==> src/rtl/led_pkg.sv <==
// Shared types and helpers for the LED pattern engine.
// Optional feature macro used by the top: LED_PWM_DIM_EN.
package led_pkg;

    // Widest LED bank the one-hot helper accepts; callers zero-extend.
    localparam int unsigned LED_MAX = 64;

    typedef enum logic [1:0] {
        MODE_SHL    = 2'd0,
        MODE_SHR    = 2'd1,
        MODE_BOUNCE = 2'd2,
        MODE_BAR    = 2'd3
    } mode_e;

    typedef enum logic {
        DIR_UP   = 1'b0,
        DIR_DOWN = 1'b1
    } dir_e;

    // True when exactly one bit is set.
    function automatic logic onehot_ok(input logic [LED_MAX-1:0] v);
        return ($countones(v) == 1);
    endfunction

endpackage

==> src/rtl/tick_divider.sv <==
// Step prescaler: counts 0..BASE_DIV*(spd_q+1)-1 and flags the last count.
// spd_q is only reloaded on a tick so a running period always completes.
module tick_divider
    import led_pkg::*;
#(
    parameter int unsigned BASE_DIV = 16777216,
    parameter int unsigned SPD_W    = 3
) (
    input  logic             clk,
    input  logic             rst,
    input  logic             clr,
    input  logic             hold,
    input  logic [SPD_W-1:0] speed,
    output logic             tick
);

    localparam int unsigned CW = $clog2(BASE_DIV * (2 ** SPD_W));

    logic [CW-1:0]    cnt;
    logic [SPD_W-1:0] spd_q;
    logic [CW-1:0]    lim_m1;
    logic             at_end;

    // Terminal count for the latched speed setting.
    always_comb begin
        lim_m1 = CW'(BASE_DIV * (int'(spd_q) + 1) - 1);
        at_end = (cnt == lim_m1);
    end

    assign tick = at_end && !hold && !clr;

    // Counter and speed latch; clear beats hold, hold beats counting.
    always_ff @(posedge clk) begin
        if (!rst) begin
            cnt   <= '0;
            spd_q <= speed;
        end else if (clr) begin
            cnt <= '0;
        end else if (!hold) begin
            if (at_end) begin
                cnt   <= '0;
                spd_q <= speed;
            end else begin
                cnt <= cnt + 1'b1;
            end
        end
    end

endmodule

==> src/rtl/led_pattern_engine.sv <==
// LED pattern engine: four run-time selectable patterns stepped by a prescaler.
// Define LED_PWM_DIM_EN to add the 4-bit brightness input and PWM dimming.
module led_pattern_engine
    import led_pkg::*;
#(
    parameter int unsigned N        = 16,
    parameter int unsigned BASE_DIV = 16777216,
    parameter int unsigned SPD_W    = 3
) (
    input  logic             clk,
    input  logic             rst,
    input  logic [1:0]       mode,
    input  logic [SPD_W-1:0] speed,
    input  logic             pause,
`ifdef LED_PWM_DIM_EN
    input  logic [3:0]       bright,
`endif
    output logic             step,
    output logic [N-1:0]     led
);

    mode_e          mode_q;
    dir_e           dir;
    logic [N-1:0]   pattern;
    logic [N-1:0]   next_pattern;
    dir_e           next_dir;
    logic           tick;
    logic           mode_chg;

    assign mode_chg = (mode_e'(mode) != mode_q);

    tick_divider #(
        .BASE_DIV (BASE_DIV),
        .SPD_W    (SPD_W)
    ) u_div (
        .clk   (clk),
        .rst   (rst),
        .clr   (mode_chg),
        .hold  (pause),
        .speed (speed),
        .tick  (tick)
    );

    // Next pattern and bounce direction for the current mode.
    always_comb begin
        next_pattern = pattern;
        next_dir     = dir;
        case (mode_q)
            MODE_SHL: begin
                if (!onehot_ok(LED_MAX'(pattern))) next_pattern = N'(1);
                else next_pattern = {pattern[N-2:0], pattern[N-1]};
            end
            MODE_SHR: begin
                if (!onehot_ok(LED_MAX'(pattern))) next_pattern = N'(1);
                else next_pattern = {pattern[0], pattern[N-1:1]};
            end
            MODE_BOUNCE: begin
                if (!onehot_ok(LED_MAX'(pattern))) begin
                    next_pattern = N'(1);
                    next_dir     = DIR_UP;
                end else if (dir == DIR_UP) begin
                    if (pattern[N-1]) begin
                        next_pattern = pattern >> 1;
                        next_dir     = DIR_DOWN;
                    end else begin
                        next_pattern = pattern << 1;
                    end
                end else begin
                    if (pattern[0]) begin
                        next_pattern = pattern << 1;
                        next_dir     = DIR_UP;
                    end else begin
                        next_pattern = pattern >> 1;
                    end
                end
            end
            default: begin
                if (&pattern) next_pattern = '0;
                else next_pattern = {pattern[N-2:0], 1'b1};
            end
        endcase
    end

    // Pattern state machine; a mode change reseeds and outranks a tick.
    always_ff @(posedge clk) begin
        if (!rst) begin
            mode_q  <= mode_e'(mode);
            pattern <= N'(1);
            dir     <= DIR_UP;
            step    <= 1'b0;
        end else if (mode_chg) begin
            mode_q  <= mode_e'(mode);
            pattern <= (mode_e'(mode) == MODE_BAR) ? '0 : N'(1);
            dir     <= DIR_UP;
            step    <= 1'b0;
        end else if (tick) begin
            pattern <= next_pattern;
            dir     <= next_dir;
            step    <= 1'b1;
        end else begin
            step <= 1'b0;
        end
    end

`ifdef LED_PWM_DIM_EN
    logic [3:0] pwm_cnt;

    // Free-running PWM phase counter.
    always_ff @(posedge clk) begin
        if (!rst) pwm_cnt <= '0;
        else      pwm_cnt <= pwm_cnt + 1'b1;
    end

    assign led = pattern & {N{pwm_cnt < bright}};
`else
    assign led = pattern;
`endif

endmodule

==> config.mk <==
export PLATFORM = sky130hd
export DESIGN_NAME = led_pattern_engine
export DESIGN_NICKNAME = d
export VERILOG_FILES = /design/src/rtl/led_pkg.sv /design/src/rtl/tick_divider.sv /design/src/rtl/led_pattern_engine.sv
export SDC_FILE = /design/constraint.sdc
export NUM_CORES = 1
export LEC_CHECK = 0
export BUFFER_PORTS_ARGS = -buffer_cell sky130_fd_sc_hd__buf_2
export CORE_MARGIN = 5
export CORE_UTILIZATION = 26
export CTS_CLUSTER_DIAMETER = 40
export CTS_CLUSTER_SIZE = 14
export DETAILED_ROUTE_END_ITERATION = 7
export SLEW_MARGIN = 10
export SYNTH_ARGS = -nofsm -noshare
export SYNTH_HDL_FRONTEND = slang
export SYNTH_SLANG_ARGS = --single-unit
==> constraint.sdc <==
create_clock -name clk -period 5.7 [get_ports clk]
set_clock_uncertainty 0.05 [all_clocks]
set_input_delay 0.57 -clock clk [delete_from_list [all_inputs] [get_ports clk]]
set_output_delay 0.57 -clock clk [all_outputs]
set_load 0.01 [all_outputs]
Word-level counts from Yosys, hierarchy flattened
Index checks and enable logic that the tools add are counted.

$add $sub $neg: 18. Eq/ne operators: 10. Mux-type cells: 23. Bitwise logic cells: 1. Reduce and logical (&&, ||, !) cells: 10.

Operators with widths (number): $mux W16 (9); $pmux W16 S3 (1); $add A27 B1 Y27 const B (1); $eq A27 B27 Y1 (1); $mux W27 (1); $sub A27 B1 Y27 const B (1); $add A1 B1 Y2 (8); $reduce_and A16 Y1 (1); $add A2 B2 Y3 (4); $mux W3 (4); $add A3 B3 Y4 (2); $mux W1 (6); $add A4 B4 Y5 (1); $eq A5 B1 Y1 const B (1); $eq A2 B2 Y1 const B (2); $mux W2 (2); $ne A2 B1 Y1 const B (2); $ne A2 B2 Y1 const B (2); $add A3 B1 Y3 const B (1); $reduce_and A3 Y1 (1); $eq A2 B1 Y1 const B (1); $logic_and A1 B1 Y1 (2); $logic_not A1 Y1 (2); $logic_not A2 Y1 (1); other kinds (5) (5).

Register bits: 50. Bits of input ports: 8. Logic and storage cells: 68.

Depth between registers and ports, before layout
Gate-level depths: netlist of the first run.

Depth after elaboration: 9. Mapped depth: 16. Gate-level depth less buffers: 15.

By module
A second synthesis of the first run with hierarchy kept.

Cells, all modules: 384. Area, all modules: 3305.7 µm².

By module, submodules not included: led_pattern_engine (times used 1, cells an instance 220, area each 1823.0 µm², sequential area each 420.4 µm²); tick_divider (times used 1, cells an instance 164, area each 1482.7 µm², sequential area each 630.6 µm²).

Least setup slack after synthesis of the first run
No wires, ideal clock.

Path type: register -> register. Start point: reg pattern[5] (netlist: led[5]). End point: reg pattern[13] (netlist: led[13]). Library setup time: 0.071 ns. Arrival time: 4.507 ns. Setup slack: 1.072 ns. Stages on the path, launching flop included: 17. Buffers on the path: 1. Clock period less this slack: 4.628 ns. Path through: dfxtp_1 > inv_1 > fa_1 > inv_1 > fa_1 > fa_1 > inv_1 > fa_1 > inv_1 > ha_1 > fa_1 > nor4b_1 > o21ai_1 > nor2_1 > clkbuf_1 > a22oi_1 > o2bb2ai_1.

Cells in the longest elaborated chain, start to end: 9.

RTL lines: start: declaration (line led_pattern_engine.sv:24) `logic [N-1:0] pattern;`; start signal: assignment (line led_pattern_engine.sv:93) `pattern <= (mode_e'(mode) == MODE_BAR) ? '0 : N'(1);`; start signal: assignment (line led_pattern_engine.sv:97) `pattern <= next_pattern;`; $add A1 B1 Y2 (implied by the code) (line led_pkg.sv:22) `return ($countones(v) == 1);`; $add A2 B2 Y3 (implied by the code) (line led_pkg.sv:22); $add A3 B3 Y4 (implied by the code) (line led_pkg.sv:22); $add A4 B4 Y5 (implied by the code) (line led_pkg.sv:22); $eq A5 B1 Y1 (line led_pkg.sv:22); $mux W16 (on tied branches) (line led_pattern_engine.sv:58, led_pattern_engine.sv:50, led_pattern_engine.sv:54); $pmux W16 S3 * (line led_pattern_engine.sv:48) `case (mode_q)`; $mux W16 * (line led_pattern_engine.sv:96) `end else if (tick) begin`; $mux W16 * (line led_pattern_engine.sv:91) `end else if (mode_chg) begin`.

Mark *: on every way between the ends. The rest lies on a longest branch, timed or not. The select of a mux whose other input is x is not followed. A chain may end at the register's enable or synchronous reset.

Worst setup path in the final report of the first run
Start point: reg pattern[5] (netlist: led[5]). End point: reg pattern[12] (netlist: led[12]).

The elaborated chain is that of the path after synthesis.

==> results by group, run 1 <==
Outcome
  • Status: completed

Cells and area
  • Multi-input gate area: 1730 µm²
  • Number of fill cells: roughly 1200
  • # nets final: around 370
  • Finished layout cell area: about 3400 µm²
  • Most common cell after layout, fill and taps aside: dfxtp_1
  • Sequential cell area: 1050 µm²
  • Finished Layout Cells: roughly 490
  • Layout cells sized above 1: 0.135
  • Final Core Density: 0.298
  • Area grow syn2layout: 13.4%
  • ANT cells: 0
  • Commonest non-fill, non-tap cells in the layout: dfxtp_1 (45), nor2_1 (31), inv_1 (25)

STA
  • FMAX: approximately 200 MHz
  • Hold Violations, Final: 0
  • TNS Setup: 0 ps
  • RSZ-0062 raised after global routing: no
  • Tcrit/Tclk final: 0.881
  • Slew Limit Fails: 0
  • Final setup fails: 0
  • Slew margin rel.: 0.220
  • Least-Margin Pin Slew: 1170 ps
  • Minimum clock period: around 5000 ps

Placed design
  • Placed Area: ~3200 µm²
  • IO Port Bufs: 24
  • DP Cell Count: approximately 480
  • Final HPWL DP: 5120 µm
  • GPL Wtd Cong: 0.845

Worst hold path
  • HP Class: input pin to flip-flop
  • Hold path start: speed[1]

Clock network
  • Clk Tree Root Cell: clkbuf_16
  • Clock Sinks: 50
  • Maximum buffer depth of the clock tree: 2
  • Post-CTS sizing: 0
  • H-tree levels: 2
  • Post-CTS Setup Bufs: 0
  • Clock slew at reported path FFs: roughly 70 ps
  • Worst-Skew Late Latency: 290 ps
  • Num CTS Buffers: 5
  • CTS tree: done
  • Hold_buf cts: 0

Route
  • Pre-antenna DRT Iters: 4
  • Wire per inst: 14.3 µm
  • DRT antenna net count: 0
  • DRT iter0 DRCs: 170
  • Drt total wl: 6920 µm
  • DRC viols: 0
  • Via count: around 2400
  • Vias per cell: 5.04

Worst setup path
  • Worst path most repeated cell: fa_1
  • Reg-to-reg startpoint: led[5]$_SDFFE_PN0P_
  • WS Path Type: flip-flop to flip-flop
  • Critical Path Source: led[5]$_SDFFE_PN0P_
  • Worst-path cell chain: inv_1 -> fa_1 -> inv_1 -> fa_1 -> fa_1 -> inv_1 -> fa_1 -> inv_1 -> ha_1 -> fa_1 -> nor4b_1 -> o21ai_1 -> o41ai_2 -> nand2_1 -> a31oi_1
  • Critical Path Source Type: flip-flop
  • Slowest stage delay, CP: approximately 790 ps
  • CP top delay family: adder cells
  • Critical Path RT: slightly below 6000 ps
  • Slowest-stage cell, CP: o41ai_2
  • Arr. time, crit path: just over 5000 ps
  • Crit end category: flip-flop
  • Crit Path Max Fanout: 7
  • Worst path bufs/invs: 4

Floorplan
  • Cell Rows: 39
  • I/O Pins: 25
  • Area of the die: 13600 µm²
  • Core outline area: around 11000 µm²
  • Die X: between 100 and 150 µm
  • Die H: between 100 and 150 µm
  • Starting density of the core: 0.263

Synthesis
  • Simple-Gate Fraction of Synth Area: 0.217
  • Post-Syn Instances: roughly 320
  • Post-synth ARST share: 0
  • Adder-cell share of the synthesized area: 0.110
  • Synth warnings: 0
  • EDFF count, synth: 5
  • Multiplexer area fraction after synthesis: 0.00675
  • Post-synthesis xor/xnor area fraction: 0.0946
  • Mapped Nets: about 350
  • Synth Flop Type: dfxtp_1
  • Post-synthesis register bit count: 50
  • Count of cell types in the netlist: 54
  • Post-synthesis cell area: about 3000 µm²
  • Avg Cell Area, Syn: slightly above 9 µm²
  • Register area share after synthesis: 0.355
  • Combinational family with the most area after synthesis: simple AND/OR/NAND/NOR gates
  • Compound-cell area share of the yosys netlist: 0.157

Global routing
  • All-Layer GR Usage: 0.107
  • Overflow after GRT: 0
  • Pin count of the biggest net entering global routing: 33
  • Vias in the first global route: 2379
  • Initial antenna violation count: 0
  • First-pass GRT wire length: approximately 12000 µm

Pwr
  • Max rail drop VDD: about 0.11 mV
  • PD cells: roughly 220 nW/µm²
  • Final Power: between 700 and 800 µW
  • Leakage power: around 1.2 nW

Flow run
  • Max-Cap Viols: 0
==> kinds of logic after synthesis <==
| kind of cell | count (synthesis) |
|---|---|
| compound gates | 58 |
| xor+xnor | 32 |
| fa+ha+maj | 20 |
| buf+inv | 42 |
| flops | 50 |
| mux | 2 |
| simple gates | 120 |
==> layer usage <==
metal	share of wire	up-vias	GRT usage
met2	0.45	65	0.170
met5	0	-	0
li1	-	1200	-
met3	0.049	13	0.0190
met1	0.48	1165	0.148
met4	0.015	0	0.0344
==> registers in the layout (all words and copies together) (netlist names) <==
register / cells
dir: 1
mode_q: 2
u_div.cnt: 27
step: 1
led: 16
u_div.spd_q: 3
==> metrics by stage <==
step                hold WS [ps]  setup WS (ps)
finish                       407            678
global route                 401            372
CTS                          402            678
detailed placement           448            718
global placement             441            808
floorplan                    422           1070
==> final cells by class <==
| cell class | count | area share |
|---|---|---|
| multi-input combinational | 232 | 0.516 |
| sequential | 50 | 0.313 |
| tap | 143 | 0.0532 |
| clock buffer | 7 | 0.0458 |
| timing repair buffer | 27 | 0.0424 |
| inverter | 25 | 0.0279 |
| clock inverter | 1 | 0.00223 |
==> synth_stat cells (all sizes together) (3+ instances only) <==
master / instances / area share
a21oi: 4 / 0.0068
a22oi: 8 / 0.020
a32oi: 6 / 0.018
and2: 3 / 0.0063
and3: 3 / 0.0063
and4: 4 / 0.013
buf: 9 / 0.019
clkbuf: 8 / 0.010
dfxtp: 45 / 0.30
edfxtp: 5 / 0.051
fa: 10 / 0.068
ha: 10 / 0.042
inv: 25 / 0.032
nand2: 19 / 0.024
nand2b: 5 / 0.011
nand3: 16 / 0.027
nand4: 16 / 0.036
nor2: 33 / 0.043
nor2b: 3 / 0.0063
nor3: 3 / 0.0051
nor4: 5 / 0.011
o22ai: 6 / 0.013
o2bb2ai: 8 / 0.024
o311ai: 4 / 0.012
o41ai: 4 / 0.019
or2: 3 / 0.0063
xnor2: 13 / 0.038
xor2: 19 / 0.056
==> report_power, final <==
group / switching (mW) / internal, mW
Sequential: 0.00533 / 0.359
Clock: 0.129 / 0.190
Combinational: 0.0367 / 0.0203
==> final timing paths <==
path                                 to  slack [ps]  cells after the start
max                led[12]$_SDFFE_PN0P_         680                     15
min            u_div.spd_q[1]$_DFFE_PP_         410                      1
max reg2reg        led[12]$_SDFFE_PN0P_         680                     15
min reg2reg  u_div.cnt[11]$_SDFFE_PP0N_         470                      2
Note: power is estimated with default switching activity, not from simulation.
==> run 2, diff against run 1 <==
Settings changed: CORE_MARGIN 5 to 4, REMOVE_ABC_BUFFERS set to 1.
==> results by group, run 2 (synthesis results as in run 1) <==
Floorplan
  • Starting density of the core: 0.270 (+0.00692)
  • Area of the die: 13200 µm² (-3.4%)
  • Die X: 115 µm (-1.7%)
  • Die H: 115 µm (-1.7%)
  • I/O Pins: 25 (unchanged)
  • Cell Rows: 38 (-2.6%)
  • Core outline area: 11000 µm² (-2.6%)

Cells and area
  • Multi-input gate area: 1730 µm² (unchanged)
  • Layout cells sized above 1: 0.137 (+0.00292)
  • Commonest non-fill, non-tap cells in the layout: dfxtp_1 (45), nor2_1 (31), inv_1 (25)
  • Area grow syn2layout: 12.9%
  • # nets final: 369 (unchanged)
  • Finished layout cell area: 3350 µm² (-0.45%)
  • Sequential cell area: 1050 µm² (unchanged)
  • ANT cells: 0 (unchanged)
  • Most common cell after layout, fill and taps aside: dfxtp_1
  • Biggest register: u_div.cnt
  • Number of fill cells: 1116 (-4.0%)
  • Max FFs per register: 27 (unchanged)
  • Final Core Density: 0.305 (+0.00648)

Placed design
  • IO Port Bufs: 24 (unchanged)
  • GPL Wtd Cong: 0.896 (+6.0%)
  • Dpl ws: 765 ps (+46.4 ps)
  • Final HPWL DP: 5070 µm (-0.98%)
  • Placed Area: 3200 µm² (-0.12%)

STA
  • Slew Limit Fails: 0 (unchanged)
  • TNS Setup: 0 ps (unchanged)
  • Least-Margin Pin Slew: 1180 ps (+6.15 ps)
  • WHS: 406 ps (-1.18 ps)
  • Tcrit/Tclk final: 0.881 (about the same)
  • Final setup fails: 0 (unchanged)
  • Minimum clock period: 5020 ps (-1.58 ps)
  • Setup ws final: 679 ps (+1.58 ps)
  • RSZ-0062 raised after global routing: no
  • Hold Violations, Final: 0 (unchanged)
  • FMAX: 199 MHz (about the same)
  • Slew margin rel.: 0.216 (-0.00410)

Route
  • Pre-antenna DRT Iters: 4 (unchanged)
  • Vias per cell: 5.06 (+0.54%)
  • Via count: 2441 (-0.082%)
  • Wire per inst: 14.1 µm (-0.83%)
  • DRT iter0 DRCs: 169 (-0.59%)
  • DRC viols: 0 (unchanged)
  • DRT antenna net count: 0 (unchanged)
  • Drt total wl: 6820 µm (-1.4%)

Clock network
  • Clock slew at reported path FFs: 60 ps (about the same)
  • Clock Sinks: 50 (unchanged)
  • H-tree levels: 2 (unchanged)
  • Maximum buffer depth of the clock tree: 2 (unchanged)
  • Clk Tree Root Cell: clkbuf_16
  • Num CTS Buffers: 5 (unchanged)
  • Post-CTS sizing: 0 (unchanged)
  • CTS tree: done
  • Hold_buf cts: 0 (unchanged)
  • Post-CTS Setup Bufs: 0 (unchanged)
  • Worst-Skew Late Latency: 290 ps (about the same)

Pwr
  • Max rail drop VDD: 0.105 mV (-0.81%)
  • Leakage power: 1.21 nW (+0.16%)
  • PD cells: 217 nW/µm² (-1.7%)

Worst setup path
  • CP top delay family: adder cells
  • Slowest stage delay, CP: 820 ps (+30 ps)
  • Worst-path cell chain: inv_1 -> fa_1 -> inv_1 -> fa_1 -> fa_1 -> inv_1 -> fa_1 -> inv_1 -> ha_1 -> fa_1 -> nor4b_1 -> o21ai_1 -> o41ai_2 -> a32oi_1 -> o22ai_1
  • Crit Path Max Fanout: 7 (unchanged)
  • Critical Path RT: 5850 ps (-20 ps)
  • Reg-to-reg startpoint: led[5]$_SDFFE_PN0P_
  • WS Path Type: flip-flop to flip-flop
  • Slowest-stage cell, CP: o41ai_2
  • Critical Path Source Type: flip-flop
  • R2R setup slack: 680 ps (about the same)
  • R2R Path End: led[4]$_SDFFE_PN0P_
  • Arr. time, crit path: 5170 ps (-20 ps)
  • Reg2Reg Depth: 15 (unchanged)
  • Worst path bufs/invs: 4 (unchanged)
  • Worst path depth: 15 (unchanged)
  • Worst path most repeated cell: fa_1
  • Crit end category: flip-flop
  • Crit path capture: led[4]$_SDFFE_PN0P_
  • Critical Path Source: led[5]$_SDFFE_PN0P_

Global routing
  • Overflow after GRT: 0 (unchanged)
  • Vias in the first global route: 2451 (+3.0%)
  • All-Layer GR Usage: 0.110 (+0.00318)
  • Pin count of the biggest net entering global routing: 33 (unchanged)
  • First-pass GRT wire length: 11900 µm (+0.52%)
  • Initial antenna violation count: 0 (unchanged)

Flow run
  • Max-Cap Viols: 0 (unchanged)

Worst hold path
  • HP Class: input pin to flip-flop

Outcome
  • Status: completed
[run 2: per-stage QoR]
stage	power [mW]	std cells
final	0.725	482
after floorplan	0.411	307
after detailed placement	0.429	474
after global routing	0.750	482
after global placement	0.429	474
after CTS	0.731	482
[run 2: area by class of cell]
| class | instances | share of cell area |
|---|---|---|
| Multi-Input combinational cell | 232 | 0.518 |
| Sequential cell | 50 | 0.314 |
| Tap cell | 140 | 0.0524 |
| Timing Repair Buffer | 27 | 0.0426 |
| Clock buffer | 6 | 0.0415 |
| Inverter | 25 | 0.0280 |
| Clock inverter | 2 | 0.00337 |
[run 2: worst register-to-register path: cells and delay by family (launching register included)]
kind	cells	cell delay, ps
fa+ha+maj	6	2620
compound gates	4	1340
flops	1	400
simple gates	1	260
buf+inv	4	250
[run 2: worst min path at each step]
stage / from / to / depth (start not counted)
global placement: u_div.cnt[21]$_SDFFE_PP0N_ / u_div.cnt[21]$_SDFFE_PP0N_ / 2
CTS: speed[1] / u_div.spd_q[1]$_DFFE_PP_ / 1
detailed placement: u_div.cnt[21]$_SDFFE_PP0N_ / u_div.cnt[21]$_SDFFE_PP0N_ / 2
global route: speed[1] / u_div.spd_q[1]$_DFFE_PP_ / 1
finish: speed[1] / u_div.spd_q[1]$_DFFE_PP_ / 1
floorplan: u_div.cnt[21]$_SDFFE_PP0N_ / u_div.cnt[21]$_SDFFE_PP0N_ / 2
[run 2: routing by layer]
layer  part of all wire  up-vias  global-route usage
li1                   -     1196                   -
met5                  0        -                   0
met2               0.47       47               0.176
met4              0.023        0              0.0454
met3              0.026       13              0.0205
met1               0.48     1185               0.147
[run 2: report_power, final]
group          internal [mW]  switching [mW]  leakage [nW]
Sequential             0.359         0.00529         0.413
Combinational         0.0202          0.0372         0.716
Clock                  0.174           0.128        0.0772
Total                  0.554           0.171          1.21
